===== config.mk =====
export PLATFORM = sky130hd
export DESIGN_NAME = jpeg_quant
export DESIGN_NICKNAME = d
export VERILOG_FILES = /design/src/rtl/jpeg_quant.sv
export SDC_FILE = /design/constraint.sdc
export NUM_CORES = 1
export LEC_CHECK = 0
export CAP_MARGIN = 20
export CORE_AREA = 2 2 420 422
export DETAILED_ROUTE_END_ITERATION = 7
export DIE_AREA = 0 0 422 424
export SYNTH_ARGS = -nofsm -noshare
export SYNTH_HDL_FRONTEND = slang
export SYNTH_SLANG_ARGS = --single-unit

===== constraint.sdc =====
create_clock -name clk -period 4.3 [get_ports clk]
set_clock_uncertainty 0.05 [all_clocks]
set_input_delay 1.075 -clock clk [delete_from_list [all_inputs] [get_ports clk]]
set_output_delay 1.075 -clock clk [all_outputs]
set_load 0.05 [all_outputs]

===== src/rtl/jpeg_quant.sv =====
`default_nettype none
// ============================================================================
// Module   : jpeg_quant
// Purpose  : JPEG encoder quantizer. Divides each signed DCT coefficient by its
//            quant-table entry, rounding half away from zero, using a serial
//            restoring divider. The result saturates to the output width.
// Revision : 1.0 - initial release
// ============================================================================
module jpeg_quant #(
    parameter int WIDTH_IN  = 16,
    parameter int WIDTH_Q   = 16,
    parameter int WIDTH_OUT = 16
) (
    input  logic                   clk,
    input  logic                   rst,
    input  logic [WIDTH_Q*64-1:0]  quant_flat,
    input  logic                   in_valid,
    output logic                   in_ready,
    input  logic [WIDTH_IN-1:0]    in_data,
    output logic                   out_valid,
    input  logic                   out_ready,
    output logic [WIDTH_OUT-1:0]   out_data,
    output logic [5:0]             out_index,
    output logic                   out_last
);

    localparam int DW   = ((WIDTH_IN > WIDTH_Q) ? WIDTH_IN : WIDTH_Q) + 1;
    localparam int CW   = ((DW > WIDTH_OUT) ? DW : WIDTH_OUT) + 1;
    localparam int CNTW = $clog2(DW);

    localparam logic [CNTW-1:0]      c_CNT_LAST = CNTW'(DW - 1);
    localparam logic [CW-1:0]        c_POS_MAX  = {{(CW-WIDTH_OUT+1){1'b0}}, {(WIDTH_OUT-1){1'b1}}};
    localparam logic [CW-1:0]        c_NEG_MAG  = {{(CW-WIDTH_OUT){1'b0}}, 1'b1, {(WIDTH_OUT-1){1'b0}}};
    localparam logic [WIDTH_OUT-1:0] c_OUT_MAX  = {1'b0, {(WIDTH_OUT-1){1'b1}}};
    localparam logic [WIDTH_OUT-1:0] c_OUT_MIN  = {1'b1, {(WIDTH_OUT-1){1'b0}}};

    typedef enum logic [1:0] {
        S_IDLE = 2'd0,
        S_DIV  = 2'd1,
        S_OUT  = 2'd2
    } state_t;

    state_t               state_q, state_d;
    logic [5:0]           index_q, index_d;
    logic                 sign_q, sign_d;
    logic [DW-1:0]        dvd_q, dvd_d;
    logic [DW-1:0]        dvs_q, dvs_d;
    logic [DW-1:0]        rem_q, rem_d;
    logic [DW-1:0]        quot_q, quot_d;
    logic [CNTW-1:0]      cnt_q, cnt_d;
    logic                 out_valid_q, out_valid_d;
    logic [WIDTH_OUT-1:0] out_data_q, out_data_d;
    logic [5:0]           out_index_q, out_index_d;
    logic                 out_last_q, out_last_d;

    // Acceptance datapath: magnitude, rounded dividend and zero-safe divisor
    logic                 w_sign;
    logic [DW-1:0]        w_in_ext, w_mag, w_divisor, w_dividend;
    logic [WIDTH_Q-1:0]   w_q_raw, w_q_eff;

    assign w_sign     = in_data[WIDTH_IN-1];
    assign w_in_ext   = {{(DW-WIDTH_IN){w_sign}}, in_data};
    assign w_mag      = w_sign ? (DW'(0) - w_in_ext) : w_in_ext;
    assign w_q_raw    = quant_flat[index_q*WIDTH_Q +: WIDTH_Q];
    assign w_q_eff    = (w_q_raw == '0) ? WIDTH_Q'(1) : w_q_raw;
    assign w_divisor  = {{(DW-WIDTH_Q){1'b0}}, w_q_eff};
    assign w_dividend = w_mag + (w_divisor >> 1);

    // One restoring step; no borrow means the divisor fits and the bit is 1
    logic [DW:0]          w_rem_sh, w_diff;
    logic                 w_bit;
    logic [DW-1:0]        w_quot;
    logic [CW-1:0]        w_qext, w_qneg;
    logic [WIDTH_OUT-1:0] w_sat;

    assign w_rem_sh = {rem_q, dvd_q[DW-1]};
    assign w_diff   = w_rem_sh - {1'b0, dvs_q};
    assign w_bit    = ~w_diff[DW];
    assign w_quot   = {quot_q[DW-2:0], w_bit};
    assign w_qext   = {{(CW-DW){1'b0}}, w_quot};
    assign w_qneg   = CW'(0) - w_qext;

    always_comb begin
        w_sat = w_qext[WIDTH_OUT-1:0];
        if (!sign_q) begin
            if (w_qext > c_POS_MAX) w_sat = c_OUT_MAX;
        end else begin
            w_sat = w_qneg[WIDTH_OUT-1:0];
            if (w_qext > c_NEG_MAG) w_sat = c_OUT_MIN;
        end
    end

    always_comb begin
        state_d     = state_q;
        index_d     = index_q;
        sign_d      = sign_q;
        dvd_d       = dvd_q;
        dvs_d       = dvs_q;
        rem_d       = rem_q;
        quot_d      = quot_q;
        cnt_d       = cnt_q;
        out_valid_d = out_valid_q;
        out_data_d  = out_data_q;
        out_index_d = out_index_q;
        out_last_d  = out_last_q;
        case (state_q)
            S_IDLE: begin
                if (in_valid) begin
                    sign_d  = w_sign;
                    dvd_d   = w_dividend;
                    dvs_d   = w_divisor;
                    rem_d   = '0;
                    quot_d  = '0;
                    cnt_d   = '0;
                    state_d = S_DIV;
                end
            end
            S_DIV: begin
                rem_d  = w_bit ? w_diff[DW-1:0] : w_rem_sh[DW-1:0];
                quot_d = w_quot;
                dvd_d  = {dvd_q[DW-2:0], 1'b0};
                cnt_d  = cnt_q + 1'b1;
                // Last bit: register the signed, saturated result on this edge
                if (cnt_q == c_CNT_LAST) begin
                    out_valid_d = 1'b1;
                    out_data_d  = w_sat;
                    out_index_d = index_q;
                    out_last_d  = (index_q == 6'd63);
                    state_d     = S_OUT;
                end
            end
            S_OUT: begin
                if (out_ready) begin
                    out_valid_d = 1'b0;
                    index_d     = index_q + 6'd1;
                    state_d     = S_IDLE;
                end
            end
            default: state_d = S_IDLE;
        endcase
    end

    always_ff @(posedge clk or posedge rst) begin
        if (rst) begin
            state_q     <= S_IDLE;
            index_q     <= '0;
            sign_q      <= 1'b0;
            dvd_q       <= '0;
            dvs_q       <= '0;
            rem_q       <= '0;
            quot_q      <= '0;
            cnt_q       <= '0;
            out_valid_q <= 1'b0;
            out_data_q  <= '0;
            out_index_q <= '0;
            out_last_q  <= 1'b0;
        end else begin
            state_q     <= state_d;
            index_q     <= index_d;
            sign_q      <= sign_d;
            dvd_q       <= dvd_d;
            dvs_q       <= dvs_d;
            rem_q       <= rem_d;
            quot_q      <= quot_d;
            cnt_q       <= cnt_d;
            out_valid_q <= out_valid_d;
            out_data_q  <= out_data_d;
            out_index_q <= out_index_d;
            out_last_q  <= out_last_d;
        end
    end

    assign in_ready  = (state_q == S_IDLE);
    assign out_valid = out_valid_q;
    assign out_data  = out_data_q;
    assign out_index = out_index_q;
    assign out_last  = out_last_q;

endmodule
`default_nettype wire


==> reports/summary.txt, run 1 <==
Fin. Hold Viols = 0
most frequent cells in the layout = clkdlybuf4s50_1, buf_4, mux4_2
initial antenna violation count = 144
library cells used by synthesis = 65
Final WS setup = -20.4 ps
chip height = 424 um
CTS Sinks = 104
Slew headroom = 0.467
startpoint types = primary input
RePlAce Congestion = 0.974
Final nets = 3,777
largest net degree at the start of global routing = 70
Core ar. = 175,000 um^2
First-pass DRT Iterations = 5
crit end category = flip-flop
drt wl/cell = 29.7 um
ys async rst share = 1.00
CTS H-tree depth = 3
Design Area, Final = 31,600 um^2
worst r2r src = index_q[0]
fmax = 231 MHz
Post-synth top flop = dfrtp_1
RSZ-0062 raised after global routing = true
CP Max Fanout = 4
worst path bufs/invs = 1
Via density = 3.84
post-DP HPWL = 136,000 um
layout cells sized above 1 = 0.248
CP dominant cell by count = o21ai_2
Critical Path Slowest Stage Cell = mux4_2
CTS tree = done
GRT Total Usage = 0.160
worst skew pair latency = 350 ps
Worst Tran Pin Value = 797 ps
Final setup viols = 1
Max stage delay on crit path = 490 ps
Clock Path Buffers = 2
Worst Hold Class = flip-flop to flip-flop
critical-path cell list = clkdlybuf4s50_1 -> mux4_2 -> o211ai_1 -> a221oi_4 -> fa_2 -> a21o_1 -> a21oi_4 -> o21ai_2 -> a31oi_4 -> o211ai_1 -> and3_1 -> o21ai_2 -> mux2_4 -> o21ai_2
port bufs = 1,068
Die W = 422 um
CP arrival = 4550 ps
Slew Limit Fails = 0
Filler Cell Count = 19.6k
number of global-route vias before repair = 19.6k
status = finished, violations left
power per cell area = 371 nW/um^2
Post-synth EDFFs = 0
first-pass GRT wire length = 190,000 um
GR Overflow Total = 0
synth warn = 0
Synth area leaders = mux4_2, dfrtp_1, mux2i_1, o21ai_0, nand2_1
data required time of the critical path = 4530 ps
worst setup path category = primary input to flip-flop
I/O pin count = 1,069
final hold slack = 428 ps
setup_tns = -20.4 ps
Cells after DPL = 4,996
Antenna Violating Nets Remaining = 0
violated checks = negative setup slack
total CTS buffers = 9
cell family with most CP delay = compound AO/OA/AOI/OAI gates
DRT Wirelength = 151,000 um
Synth top area share = 0.311
post-synthesis cell count = 1,468
Final Cycle Share = 1.00
Clock transition at path regs = 70 ps
commonest non-fill, non-tap cell in the layout = clkdlybuf4s50_1
synth-to-layout area growth = 115%
Initial Utilization = 0.0841
Root Buffer = clkbuf_16
register bit total from synthesis = 104
Max IR drop VDD = 0.302 mV
syn_area_per_cell = 10.0 um^2
register area share after synthesis = 0.177
Std-Cell Rows = 154
non-filler cells, final = 5,099
post-place setup slack = -1600 ps
Leakage = 11.0 nW
Tmin final = 4320 ps
Post-Place Cell Area = 30,100 um^2
Synth area leader = mux4_2
Syn Nets = 2,551
worst min-delay path startpoint = out_valid
initial drt markers = 1,568
Worst Setup SP = quant_flat[610]
Max Cap Viol = 0
synthesized area = 14,700 um^2
routed vias = 19.6k
die area = 179,000 um^2
drt drc = 0
path summary, 6_finish.rpt:
path                               to  slack [ps]  depth (start not counted)
max                         dvd_q[14]         -20                         14
min                         out_valid         430                          2
max reg2reg                 dvd_q[14]          30                         18
min reg2reg                 out_valid         430                          2
max in group asynchronous  index_q[3]        2270                          3
min in group asynchronous   quot_q[7]        1130                          2
routing by layer:
metal	up-vias	GRT usage	share of wire
li1	8398	-	-
met1	9770	0.178	0.37
met2	1046	0.275	0.48
met3	319	0.0484	0.080
met4	58	0.0839	0.064
met5	-	0	0.0024
stage by stage:
| step | util | power [mW] |
|---|---|---|
| 2_1_floorplan | - | 6.85 |
| 3_3_place_gp | 0.172 | 10.3 |
| 3_5_place_dp | 0.172 | 10.4 |
| 4_1_cts | 0.176 | 11.5 |
| 5_1_grt | 0.180 | 12.6 |
| 6_report | 0.181 | 11.7 |
final cells by class:
type	count	area, um^2	share of cell area
diodes	60	150	0.00475
well taps	2340	2930	0.0927
repair buffers	1354	13400	0.424
inverters	42	160	0.00507
clock inverters	2	15.0	0.000475
multi-input cells	1183	12100	0.382
flip-flops and latches	104	2620	0.0829
clock buffers	14	254	0.00804
cell usage after synthesis, types with 37 or more instances:
master	count
mux4_2	203
buf_2	42
o22ai_1	41
mux2i_1	152
dfrtp_1	104
nand2_1	126
ha_1	37
clkbuf_1	65
a211oi_1	49
nand3_1	44
inv_1	42
a21oi_1	63
nor2_1	59
o21ai_0	114
report_power, final:
group / switching, mW / leakage (nW) / internal (mW)
combinational: 4.48 / 9.57 / 4.67
sequential: 0.383 / 1.31 / 1.40
clock: 0.371 / 0.123 / 0.411
sequential cells by signal, summed over array words and instances (netlist names):
signal     cells
out_index      6
quot_q        16
state_q        2
sign_q         1
dvd_q         17
out_data      16
out_last       1
cnt_q          5
dvs_q         16
out_valid      1
index_q        6
rem_q         17
worst reg2reg max path, cell delays in order (launching register included):
cell and delay (ps):
dfrtp_4 480, buf_12 180, mux4_2 690, a22o_1 280, a211oi_4 290, a21oi_2 80, nand3_2 110, inv_2 60
ha_4 160, fa_2 350, a21o_1 190, a21oi_4 140, o21ai_2 100, a31oi_4 150, o211ai_1 140, and3_1 190
o21ai_2 130, mux2_4 310, o21ai_2 110
cells by family after synthesis:
group,share of synthesized area
mux,0.425
simple gates,0.105
compound gates,0.179
xor+xnor,0.0231
flops,0.177
fa+ha+maj,0.0342
buf+inv,0.0557
repair_timing:
action                                  in CTS  in global routing
hold buffers                                 0                  0
endpoints found under the setup margin      13                  8
cloned                                       1                  2
pin swaps                                   30                 56
setup buffers                               12                 17
gates resized for setup                    222                127
Note: power is estimated with default switching activity, not from simulation.
==> run 2, diff against run 1 <==
--- a/config.mk
+++ b/config.mk
@@ -5,7 +5,6 @@
 export SDC_FILE = /design/constraint.sdc
 export NUM_CORES = 1
 export LEC_CHECK = 0
-export CAP_MARGIN = 20
 export CORE_AREA = 2 2 420 422
 export DETAILED_ROUTE_END_ITERATION = 7
 export DIE_AREA = 0 0 422 424
==> results of run 2 <==
Final layout, timing and power as in run 1 (identical DEF).
==> run 3, diff against run 2 <==
--- a/config.mk
+++ b/config.mk
@@ -8,6 +8,7 @@
 export CORE_AREA = 2 2 420 422
 export DETAILED_ROUTE_END_ITERATION = 7
 export DIE_AREA = 0 0 422 424
+export REMOVE_ABC_BUFFERS = 1
 export SYNTH_ARGS = -nofsm -noshare
 export SYNTH_HDL_FRONTEND = slang
 export SYNTH_SLANG_ARGS = --single-unit
==> reports/summary.txt, run 3 (synthesized netlist as in run 1, its figures left out) <==
chip height = 424 um (unchanged)
Leakage = 10.9 nW (was 11.0 nW)
Max Cap Viol = 0 (unchanged)
first-pass GRT wire length = 180,000 um (was 190,000 um)
drt wl/cell = 27.5 um (was 29.7 um)
data required time of the critical path = 4570 ps (was 4530 ps)
crit end category = flip-flop (unchanged)
Final nets = 3,804 (was 3,777)
status = finished, violations left (unchanged)
First-pass DRT Iterations = 5 (unchanged)
layout cells sized above 1 = 0.256 (was 0.248)
total CTS buffers = 9 (unchanged)
Filler Cell Count = 19.6k (unchanged)
Initial Utilization = 0.0841 (unchanged)
GRT Total Usage = 0.150 (was 0.160)
Top Registers = dvd_q (17), rem_q (17) (unchanged)
startpoint types = primary input (unchanged)
die area = 179,000 um^2 (unchanged)
Die W = 422 um (unchanged)
violated checks = negative setup slack (unchanged)
CTS tree = done (unchanged)
CTS Sinks = 104 (unchanged)
CTS hold repair buffers = 0 (unchanged)
Slew headroom = 0.366 (was 0.467)
GR Overflow Total = 0 (unchanged)
RePlAce Congestion = 0.991 (was 0.974)
CP arrival = 4810 ps (was 4550 ps)
Worst Tran Pin Value = 950 ps (was 797 ps)
fmax = 220 MHz (was 231 MHz)
port bufs = 1,068 (unchanged)
number of global-route vias before repair = 19.4k (was 19.6k)
initial antenna violation count = 103 (was 144)
setup_tns = -503 ps (was -20.4 ps)
post-DP HPWL = 125,000 um (was 136,000 um)
Final Cycle Share = 1.06 (was 1.00)
largest net degree at the start of global routing = 58 (was 70)
I/O pin count = 1,069 (unchanged)
Final WS setup = -241 ps (was -20.4 ps)
Clock Path Buffers = 2 (unchanged)
Clock transition at path regs = 80 ps (was 70 ps)
power per cell area = 378 nW/um^2 (was 371 nW/um^2)
Via density = 3.80 (was 3.84)
most frequent cells in the layout = clkdlybuf4s50_1, buf_4, mux4_2 (unchanged)
commonest non-fill, non-tap cell in the layout = clkdlybuf4s50_1 (unchanged)
CP Max Fanout = 3 (was 4)
RSZ-0062 raised after global routing = true (unchanged)
DRT Wirelength = 140,000 um (was 151,000 um)
drt drc = 0 (unchanged)
CTS H-tree depth = 3 (unchanged)
Fin. Hold Viols = 0 (unchanged)
Std-Cell Rows = 154 (unchanged)
fin util = 0.182 (was 0.181)
synth-to-layout area growth = 116% (was 115%)
Max IR drop VDD = 0.257 mV (was 0.302 mV)
final hold slack = 431 ps (was 428 ps)
overall power = 12.0 mW (was 11.7 mW)
Tmin final = 4540 ps (was 4320 ps)
Root Buffer = clkbuf_16 (unchanged)
routed vias = 19.4k (was 19.6k)
Antenna Violating Nets Remaining = 0 (unchanged)
Final setup viols = 4 (was 1)
initial drt markers = 1,391 (was 1,568)
Core ar. = 175,000 um^2 (unchanged)
Worst Hold Class = flip-flop to flip-flop (unchanged)
worst setup path category = primary input to flip-flop (unchanged)
worst skew pair latency = 400 ps (was 350 ps)
Slew Limit Fails = 0 (unchanged)
[run 3: final timing paths]
check / end / startpoint / depth (start not counted) / slack [ps]
max reg2reg: dvd_q[14] / index_q[0] / 19 / -220
max: dvd_q[14] / quant_flat[34] / 18 / -240
min in group asynchronous: out_data[0] / rst / 2 / 1100
max in group asynchronous: dvd_q[2] / rst / 3 / 2210
min reg2reg: out_data[13] / out_data[13] / 2 / 430
min: out_data[13] / out_data[13] / 2 / 430
[run 3: routing by layer]
| layer | part of all wire | track usage |
|---|---|---|
| met2 | 0.48 | 0.256 |
| met5 | 0.0021 | 0 |
| met4 | 0.048 | 0.0552 |
| met1 | 0.39 | 0.180 |
| met3 | 0.078 | 0.0382 |
[run 3: stage by stage]
step	cells	area, um^2	worst slack [ps]
floorplan	1329	14100	-9120
global placement	5007	30200	-1850
detailed placement	5007	30200	-1790
CTS	5048	31300	-198
global route	5085	31800	-363
finish	5100	31800	-241
[run 3: final cells by class]
class,instances,area (um^2),share of cell area
antenna,35,87.6,0.00275
clock buffer,9,225,0.00707
clock inverter,6,55.1,0.00173
inverter,42,163,0.00511
multi-input combinational,1183,12000,0.378
sequential,104,2620,0.0823
tap,2340,2930,0.0919
timing repair buffer,1381,13700,0.431
[run 3: worst max-delay path: stages]
cell	delay, ps
buf_2	100
mux4_2	470
mux4_2	480
nor2b_4	140
a211oi_2	210
buf_4	150
a221oi_4	40
buf_12	160
fa_2	370
a21o_1	190
a21oi_2	180
o21ai_2	100
a31oi_4	210
o211ai_1	120
and3_1	230
o21ai_2	140
mux2_4	320
o21ai_2	110
[run 3: power breakdown]
part | switching (mW) | leakage [nW] | internal (mW)
Sequential | 0.394 | 1.31 | 1.40
Combinational | 4.46 | 9.49 | 4.90
Clock | 0.491 | 0.132 | 0.402
Total | 5.34 | 10.9 | 6.70
[run 3: repair_timing]
action                                  in CTS  in global routing
gates resized for setup                    227                 78
pin swaps                                   45                 36
cloned                                       3                  3
setup buffers                               29                 16
endpoints found under the setup margin      13                 14
